`src/rtl/dm_access_master_if.sv`:
```
// Bundle of the CPU request/response handshake and the word-addressed
// data memory port around dm_access_master.
//   master : the access engine (dm_access_master)
//   slave  : the surrounding CPU datapath and data memory
interface dm_access_master_if;
  logic        req_valid;
  logic        req_ready;
  logic        req_we;
  logic [1:0]  req_size;
  logic        req_unsigned;
  logic [31:0] req_addr;
  logic [31:0] req_wdata;
  logic        resp_valid;
  logic        resp_err;
  logic [31:0] resp_rdata;
  logic        mem_write;
  logic [31:0] mem_addr;
  logic [31:0] write_mem_data;
  logic [31:0] read_mem_data;

  modport master (
    input  req_valid, req_we, req_size, req_unsigned, req_addr, req_wdata,
    input  read_mem_data,
    output req_ready, resp_valid, resp_err, resp_rdata,
    output mem_write, mem_addr, write_mem_data
  );

  modport slave (
    output req_valid, req_we, req_size, req_unsigned, req_addr, req_wdata,
    output read_mem_data,
    input  req_ready, resp_valid, resp_err, resp_rdata,
    input  mem_write, mem_addr, write_mem_data
  );
endinterface

```
`src/rtl/dm_access_master.sv`:
```
// Load/store initiator for the word-addressed data memory.
// Byte-addressed byte/half/word requests; sub-word stores use read-modify-write.
// Optional build macro DM_ACCESS_MISALIGN_TRAP_EN: misaligned half/word accesses
// complete with an error instead of being silently aligned.
module dm_access_master #(
  parameter int unsigned DM_WORDS = 256
) (
  input logic                clk,
  input logic                rst_n,
  dm_access_master_if.master bus
);

  typedef enum logic [1:0] {IDLE, RD, WR, RESP} state_t;

  state_t      state_q, state_d;
  logic        we_q, uns_q, err_q;
  logic [1:0]  size_q;
  logic [31:0] addr_q, wdata_q, wbuf_q, rdata_q;

  logic        accept, misalign, out_of_range, req_err;
  logic [31:0] addr_al;

  // Insert the right-aligned store lane(s) into an existing word.
  function automatic logic [31:0] merge_lanes(input logic [31:0] old_word,
                                              input logic [31:0] data,
                                              input logic [1:0]  sz,
                                              input logic [1:0]  lo);
    merge_lanes = old_word;
    if (sz == 2'b00)
      merge_lanes[{lo, 3'b000} +: 8] = data[7:0];
    else if (sz == 2'b01)
      merge_lanes[{lo[1], 4'b0000} +: 16] = data[15:0];
    else
      merge_lanes = data;
  endfunction

  // Pull the addressed lane(s) out of a word and zero/sign-extend.
  function automatic logic [31:0] extract_lanes(input logic [31:0] word,
                                                input logic [1:0]  sz,
                                                input logic        uns,
                                                input logic [1:0]  lo);
    logic [7:0]  b;
    logic [15:0] h;
    b = word[{lo, 3'b000} +: 8];
    h = word[{lo[1], 4'b0000} +: 16];
    if (sz == 2'b00)
      extract_lanes = uns ? {24'h0, b} : {{24{b[7]}}, b};
    else if (sz == 2'b01)
      extract_lanes = uns ? {16'h0, h} : {{16{h[15]}}, h};
    else
      extract_lanes = word;
  endfunction

  // Request decode: alignment handling and error classification at accept time.
  always_comb begin
    accept   = bus.req_valid && (state_q == IDLE);
    addr_al  = bus.req_addr;
    misalign = 1'b0;
`ifdef DM_ACCESS_MISALIGN_TRAP_EN
    misalign = ((bus.req_size == 2'b01) && bus.req_addr[0]) ||
               ((bus.req_size == 2'b10) && (bus.req_addr[1:0] != 2'b00));
`else
    if (bus.req_size == 2'b01)
      addr_al[0] = 1'b0;
    else if (bus.req_size == 2'b10)
      addr_al[1:0] = 2'b00;
`endif
    out_of_range = (addr_al >> 2) >= DM_WORDS;
    req_err      = (bus.req_size == 2'b11) || misalign || out_of_range;
  end

  // State register.
  always_ff @(posedge clk or negedge rst_n) begin
    if (!rst_n) state_q <= IDLE;
    else        state_q <= state_d;
  end

  // Next-state decode.
  always_comb begin
    state_d = state_q;
    unique case (state_q)
      IDLE: begin
        if (accept) begin
          if (req_err)                     state_d = RESP;
          else if (!bus.req_we)            state_d = RD;
          else if (bus.req_size == 2'b10)  state_d = WR;
          else                             state_d = RD;
        end
      end
      RD:      state_d = we_q ? WR : RESP;
      WR:      state_d = RESP;
      RESP:    state_d = IDLE;
      default: state_d = IDLE;
    endcase
  end

  // Request latch, read capture / merge, and response registers.
  always_ff @(posedge clk or negedge rst_n) begin
    if (!rst_n) begin
      we_q    <= 1'b0;
      uns_q   <= 1'b0;
      size_q  <= 2'b00;
      addr_q  <= '0;
      wdata_q <= '0;
      wbuf_q  <= '0;
      err_q   <= 1'b0;
      rdata_q <= '0;
    end else begin
      unique case (state_q)
        IDLE: begin
          if (accept) begin
            we_q    <= bus.req_we;
            uns_q   <= bus.req_unsigned;
            size_q  <= bus.req_size;
            addr_q  <= addr_al;
            wdata_q <= bus.req_wdata;
            wbuf_q  <= bus.req_wdata;
            err_q   <= req_err;
            rdata_q <= '0;
          end
        end
        RD: begin
          if (we_q) wbuf_q  <= merge_lanes(bus.read_mem_data, wdata_q, size_q, addr_q[1:0]);
          else      rdata_q <= extract_lanes(bus.read_mem_data, size_q, uns_q, addr_q[1:0]);
        end
        RESP: begin
          err_q   <= 1'b0;
          rdata_q <= '0;
        end
        default: ;
      endcase
    end
  end

  assign bus.req_ready      = (state_q == IDLE);
  assign bus.mem_write      = (state_q == WR);
  assign bus.mem_addr       = ((state_q == RD) || (state_q == WR)) ? {2'b00, addr_q[31:2]} : '0;
  assign bus.write_mem_data = (state_q == WR) ? wbuf_q : '0;
  assign bus.resp_valid     = (state_q == RESP);
  assign bus.resp_err       = err_q;
  assign bus.resp_rdata     = rdata_q;

endmodule

```
`src/flat_wrapper.sv`:
```
// flat-port wrapper written by rule: the top's interface ports become plain ports
module dm_access_master_flat 
#(
  parameter int unsigned DM_WORDS = 256
)
  (clk, rst_n, bus_req_valid, bus_req_we, bus_req_size, bus_req_unsigned, bus_req_addr, bus_req_wdata, bus_read_mem_data, bus_req_ready, bus_resp_valid, bus_resp_err, bus_resp_rdata, bus_mem_write, bus_mem_addr, bus_write_mem_data);
  dm_access_master_if bus_i ();
  input logic clk;
  input logic rst_n;
  input wire logic [$bits(bus_i.req_valid)-1:0] bus_req_valid;
  input wire logic [$bits(bus_i.req_we)-1:0] bus_req_we;
  input wire logic [$bits(bus_i.req_size)-1:0] bus_req_size;
  input wire logic [$bits(bus_i.req_unsigned)-1:0] bus_req_unsigned;
  input wire logic [$bits(bus_i.req_addr)-1:0] bus_req_addr;
  input wire logic [$bits(bus_i.req_wdata)-1:0] bus_req_wdata;
  input wire logic [$bits(bus_i.read_mem_data)-1:0] bus_read_mem_data;
  output wire logic [$bits(bus_i.req_ready)-1:0] bus_req_ready;
  output wire logic [$bits(bus_i.resp_valid)-1:0] bus_resp_valid;
  output wire logic [$bits(bus_i.resp_err)-1:0] bus_resp_err;
  output wire logic [$bits(bus_i.resp_rdata)-1:0] bus_resp_rdata;
  output wire logic [$bits(bus_i.mem_write)-1:0] bus_mem_write;
  output wire logic [$bits(bus_i.mem_addr)-1:0] bus_mem_addr;
  output wire logic [$bits(bus_i.write_mem_data)-1:0] bus_write_mem_data;
  assign bus_i.req_valid = bus_req_valid;
  assign bus_i.req_we = bus_req_we;
  assign bus_i.req_size = bus_req_size;
  assign bus_i.req_unsigned = bus_req_unsigned;
  assign bus_i.req_addr = bus_req_addr;
  assign bus_i.req_wdata = bus_req_wdata;
  assign bus_i.read_mem_data = bus_read_mem_data;
  assign bus_req_ready = bus_i.req_ready;
  assign bus_resp_valid = bus_i.resp_valid;
  assign bus_resp_err = bus_i.resp_err;
  assign bus_resp_rdata = bus_i.resp_rdata;
  assign bus_mem_write = bus_i.mem_write;
  assign bus_mem_addr = bus_i.mem_addr;
  assign bus_write_mem_data = bus_i.write_mem_data;
  dm_access_master #(.DM_WORDS(DM_WORDS)) u_core (.clk(clk), .rst_n(rst_n), .bus(bus_i));
endmodule
```
`config.mk`:
```
export PLATFORM = sky130hd
export DESIGN_NAME = dm_access_master_flat
export DESIGN_NICKNAME = d
export VERILOG_FILES = /design/src/rtl/dm_access_master_if.sv /design/src/rtl/dm_access_master.sv /design/src/flat_wrapper.sv
export SDC_FILE = /design/constraint.sdc
export NUM_CORES = 1
export LEC_CHECK = 0
export BUFFER_PORTS_ARGS = -buffer_cell sky130_fd_sc_hd__buf_2
export CORE_UTILIZATION = 55
export CTS_BUF_LIST = sky130_fd_sc_hd__clkbuf_8
export DETAILED_ROUTE_END_ITERATION = 16
export GPL_ROUTABILITY_DRIVEN = 0
export PLACE_DENSITY = 0.83
export SLEW_MARGIN = 10
export SYNTH_ARGS = -nofsm -noshare
export SYNTH_HDL_FRONTEND = slang
export SYNTH_SLANG_ARGS = --single-unit
export TNS_END_PERCENT = 5
```
`constraint.sdc`:
```
create_clock -name clk -period 3.5 [get_ports clk]
set_input_delay 0.35 -clock clk [delete_from_list [all_inputs] [get_ports clk]]
set_output_delay 0.35 -clock clk [all_outputs]
set_load 0.05 [all_outputs]
```
# After elaboration in Yosys (flattened, before gate mapping)
# Index checks and enable logic that the tools add are counted.
[word_totals] out_inout_bits=100 elab_cells=67 regBits=135
[op_classes] n_addsub=2 n_lt_le_gt_ge=1 muxes=27 eq_ne=10 n_reduce_logical=12 shifts=6
[op_table] op="32-bit 2-to-1 mux" count=11
[op_table] op="32-bit case mux with 3 select lines" count=1
[op_table] op="32-bit bitwise mux" count=2
[op_table] op="32-bit case mux with 2 select lines" count=1
[op_table] op="16-bit by 7-bit variable shift with 32-bit output (first input constant)" count=1
[op_table] op="8-bit by 7-bit variable shift with 32-bit output (first input constant)" count=1
[op_table] op="16-bit by 7-bit variable part select with 32-bit output" count=1
[op_table] op="32-bit by 6-bit variable part select with 16-bit output" count=1
[op_table] op="32-bit by 6-bit variable part select with 8-bit output" count=1
[op_table] op="8-bit by 7-bit variable part select with 32-bit output" count=1
[op_table] op="30-bit by 9-bit greater-or-equal comparator with 1-bit output (second input constant)" count=1
[op_table] op="30-bit 2-to-1 mux" count=1
[op_table] op="5-bit negation with 7-bit output" count=2
[op_table] op="2-bit 2-to-1 mux" count=5
[op_table] op="2-bit == test (second input constant)" count=4
[op_table] op="2-bit case mux with 4 select lines" count=1
[op_table] op="2-bit by 1-bit == test with 1-bit output (second input constant)" count=3
[op_table] op="3-bit AND reduction" count=2
[op_table] op="2-bit zero test" count=2
[op_table] op="1-bit 2-to-1 mux" count=4
[op_table] op="2-bit by 1-bit != test with 1-bit output (second input constant)" count=2
[op_table] op="2-bit AND reduction" count=2
[op_table] op="2-bit nonzero test" count=2
[op_table] op="3-bit nonzero test" count=1
[op_table] op="other kinds (4)" count=5

# Logic depth before layout (Yosys ltp)
[logic_depth] depth_word=7 depth_mapped=9 mapped_depth_nobuf=6

# Worst setup path after synthesis
# OpenSTA, ideal clock, no wires.
[synth_path] path_type="reg2reg" from="register u_core.addr_q[1]" to="register u_core.wbuf_q[25]" synth_period_minus_slack_ns=2.214 required_time_ns=3.366 setup_slack_ns=1.286 setup_time_ns=0.134 stages_incl_launch_ff=9 arrival_ns=2.080 path_cell_list="dfrtp_1 -> buf_4 -> buf_2 -> inv_1 -> ha_1 -> and4bb_2 -> and3_1 -> a2111oi_0 -> o21ai_1"
[synth_between] elab_chain_len=7 elab_cells_between_ends=12 cone_classes="2 x add/sub; 4 x shift; 6 x mux"
[synth_rtl] element="from (decl)" line="dm_access_master.sv:18" source="logic [31:0] addr_q, wdata_q, wbuf_q, rdata_q;"
[synth_rtl] element="from (signal assigned)" line="dm_access_master.sv:115" source="addr_q <= addr_al;"
[synth_rtl] element="5-bit negation with 7-bit output" line="dm_access_master.sv:32" source="merge_lanes[{lo[1], 4'b0000} +: 16] = data[15:0];"
[synth_rtl] element="16-bit by 7-bit variable part select with 32-bit output or 16-bit by 7-bit variable shift with 32-bit output (tied branches)" line="dm_access_master.sv:32"
[synth_rtl] element="32-bit bitwise mux" line="dm_access_master.sv:32"
[synth_rtl] element="32-bit 2-to-1 mux" line="dm_access_master.sv:31" source="else if (sz == 2'b01)"
[synth_rtl] element="32-bit 2-to-1 mux *" line="dm_access_master.sv:29" source="if (sz == 2'b00)"
[synth_rtl] element="32-bit 2-to-1 mux *" line="dm_access_master.sv:123" source="if (we_q) wbuf_q <= merge_lanes(bus.read_mem_data, wdata_q, size_q, addr_q[1:0]);"
[synth_rtl] element="32-bit case mux with 2 select lines *" line="dm_access_master.sv:109" source="unique case (state_q)"
[synth_rtl] element="to (signal assigned)" line="dm_access_master.sv:117" source="wbuf_q <= bus.req_wdata;"
[synth_rtl] element="to (signal assigned)" line="dm_access_master.sv:123"
[synth_rtl] element="to (decl)" line="dm_access_master.sv:18"
# Every way passes the cells marked *; elsewhere a longest branch is shown, timed or not. The select of a mux whose other input is x is not followed.
# A chain may end at the register's enable or synchronous reset.

# Final worst setup path
[layout_path] from="register u_core.addr_q[0]" to="register u_core.wbuf_q[26]"
[layout_between] elab_chain_len=6 elab_cells_between_ends=7 cone_classes="1 x add/sub; 2 x shift; 4 x mux"
[layout_rtl] element="5-bit negation with 7-bit output *" line="dm_access_master.sv:30" source="merge_lanes[{lo, 3'b000} +: 8] = data[7:0];"
[layout_rtl] element="8-bit by 7-bit variable part select with 32-bit output or 8-bit by 7-bit variable shift with 32-bit output (tied branches)" line="dm_access_master.sv:30"
[layout_rtl] element="32-bit bitwise mux *" line="dm_access_master.sv:30"
[layout_rtl] element="32-bit 2-to-1 mux *" line="dm_access_master.sv:29"
[layout_rtl] element="32-bit 2-to-1 mux *" line="dm_access_master.sv:123"
[layout_rtl] element="32-bit case mux with 2 select lines *" line="dm_access_master.sv:109"
# Marks and branches as above.

==> flow_summary.yaml <==
run_status:
  status: "complete, no violations"
sta:
  hold_viol: 0
  fin_worst_skew_ns: 0.01514
  worst_pin_slew_ns: 1.024
  finalCritPeriodShare: 0.7529
  slew_headroom: 0.3162
  fmax_mhz: 379.5
  rsz0062_at_grt: "false"
  final_max_slew_viol_count: 0
  fin_crit_ns: 2.635
  tns_ns: 0
  setup_violations: 0
clock_network:
  clockBufferDepth: 2
  ctsResizeCount: 0
  cts-buffers-inserted: 17
  cts-root-buf: "clkbuf_8"
  clk_pin_slew_ns: 0.07
  cts_tree: "yes"
  htree_levels: 4
  clkSinkCount: 135
  clk-insertion-delay-late_ns: 0.47
die:
  die_w_um: 119.3
  pin_count: 203
  die_y_um: 119.3
  die-area_um2: 14220
  start_util: 0.5665
  coreArea_um2: 13350
  std_cell_rows: 42
job:
  cap_violations: 0
route:
  drcViolationCount: 0
  dr_total_vias: 6857
  routed_wl_um: 22050
  routed_via_density: 6.150
  wl_per_cell_um: 19.78
  firstDrtPassIters: 7
  postRouteAntennaNets: 0
  drt_iter0_drc: 754
global_route:
  antenna_found_initial: 0
  grt_pass1_vias: 6597
  grt_pass1_wl_um: 35100
  grtUsageTotal: 0.3242
  overflow: 0
  grt_max_degree: 96
placed_design:
  placed_cells: 1082
  post-dp-hpwl_um: 15740
  numPortBuffers: 200
logic_synthesis:
  yosysSeqAreaShare: 0.4468
  synth_cell_types: 58
  yosys.area.top_type: "dfrtp_1"
  yosys_most_used_dff: "dfrtp_1"
  synth_top_area_share: 0.4468
  ys_ff_latch: 135
  synth_edf_count: 0
  syn_avg_cell_area_um2: 10.01
  postSynthCellCount: 755
  synth_warnings: 0
  ys_async_sr_fraction: 1.000
  synth_area_leaders: "dfrtp_1 45%, mux2_2 9.7%, and2_1 5.1%"
  syn_area_um2: 7561
setup_path:
  cp-end-kind: "register"
  path_max_fanout: 16
  worstPathArrival_ns: 2.95
  required_ns: 3.82
  cp-start-kind: "register"
  worstReg2RegEnd: "u_core.wbuf_q[26]"
  setup.worst_path.start: "u_core.addr_q[0]"
  critical_path_class: "reg -> reg"
  reg2reg_slack_ns: 0.86
  reg2reg_from: "u_core.addr_q[0]"
  r2r_cells: 6
cells_and_area:
  diodes: 0
  areaGrowthSynthToFinish_pct: 18.86
  utilization: 0.6733
  fin_nets: 1038
  final_cells: 1115
  multi_input_area_um2: 3781
  layout-drive-gt1-share: 0.3621
  regArea_um2: 3378
  num-fill-cells: 1098
worst_hold_path:
  hold_depth: 2
  min_to: "u_core.addr_q[3]"
  hold_path.class: "in -> reg"
  hp-start: "bus_req_addr[3]"
## how the worst max path moves through the flow
stage	endpoint	slack [ns]	depth (start not counted)
floorplan	u_core.wbuf_q[25]	1.29	8
finish	u_core.wbuf_q[26]	0.86	6
global route	u_core.wbuf_q[26]	0.59	6
global placement	u_core.wbuf_q[30]	0.95	6
detailed placement	u_core.wbuf_q[26]	0.89	6
CTS	bus_mem_addr[12]	0.87	4
## state kept, by name (all words and copies together), names as in the netlist
| register | flops |
|---|---|
| u_core.we_q | 1 |
| u_core.bus.resp_rdata | 32 |
| u_core.wdata_q | 32 |
| u_core.wbuf_q | 32 |
| u_core.size_q | 2 |
| u_core.uns_q | 1 |
| u_core.addr_q | 32 |
| u_core.state_q | 2 |
| u_core.bus.resp_err | 1 |
## through the flow
step	area [µm²]	hold WS (ns)	setup slack [ns]
2_1_floorplan	7565	0.05441	1.286
3_3_place_gp	8573	0.4570	0.9453
3_5_place_dp	8573	0.4654	0.8912
4_1_cts	8987	0.09530	0.8686
5_1_grt	8987	0.09708	0.5900
6_report	8987	0.1170	0.8649
## worst max-delay path: stages (launching register included)
cell	delay, ns
dfrtp_1	0.81
inv_1	0.19
ha_1	0.41
and4bb_2	0.32
and3_1	0.20
a2111oi_0	0.39
o21ai_0	0.17
## cells in the mapped netlist (all sizes together), types with 3 or more instances
master / instances
inv: 17
nand2b: 6
dfrtp: 135
mux2i: 3
a21oi: 63
nor2: 36
nand2: 74
mux2: 65
and3: 7
nor4: 6
a221oi: 25
o21ai: 58
and2: 62
buf: 37
nand3: 8
ha: 9
a31oi: 9
clkbuf: 26
mux4: 8
nand4: 3
nor3: 8
o22ai: 18
a22o: 8
a211oi: 8
a211o: 23
a2111oi: 6
## cell usage in the layout (no fill, tap or decap), types with 3 or more instances in the layout
cell,n
a22o_1,8
clkinv_4,3
a221oi_1,25
ha_1,9
clkbuf_8,20
clkinvlp_4,4
dfrtp_1,135
a31oi_1,9
nor3_2,5
nor4_1,6
a211oi_1,7
nand3_1,8
a21oi_1,63
buf_2,199
o21ai_2,10
mux2_2,65
nor3_1,3
mux2i_1,3
nor2_1,36
inv_1,18
o22ai_1,18
nand2b_1,5
o21ai_0,44
a211o_1,23
nand4_1,3
mux4_2,8
a2111oi_0,6
and3_1,7
nand2_1,73
buf_4,11
and2_1,62
o21ai_1,4
## metal layers
layer / vias up / global-route usage / part of all wire
met4: 0 / 0.1622 / 0.041
met1: 3275 / 0.4358 / 0.41
met2: 408 / 0.4767 / 0.44
met3: 77 / 0.09531 / 0.11
li1: 3097 / - / -
met5: - / 0 / 0
## cell families (layout without fill, tap and decap cells)
| group | count (synthesis) | in the layout | synth area share |
|---|---|---|---|
| other cells | 1 | 2 | 0.0004960 |
| compound gates | 233 | 233 | 0.2077 |
| mux | 76 | 76 | 0.1246 |
| simple gates | 221 | 221 | 0.1516 |
| buf+inv | 80 | 263 | 0.05395 |
| fa+ha+maj | 9 | 9 | 0.01489 |
| flops | 135 | 135 | 0.4468 |
## timing repair
action                     CTS  global route
hold buffers                 1             0
hold endpoints to repair     1             0
setup endpoints to repair    0             0
setup buffers                0             0
## final cells by class
type,instances,area share
Clock buffer,20,0.03063
Clock inverter,12,0.01434
Inverter,17,0.007100
Multi-Input combinational cell,541,0.4207
Sequential cell,135,0.3759
Tap cell,176,0.02450
Timing Repair Buffer,214,0.1268
Power is not shown: default switching activity piles up to over one toggle a cycle in this logic, so the estimate is an artifact.
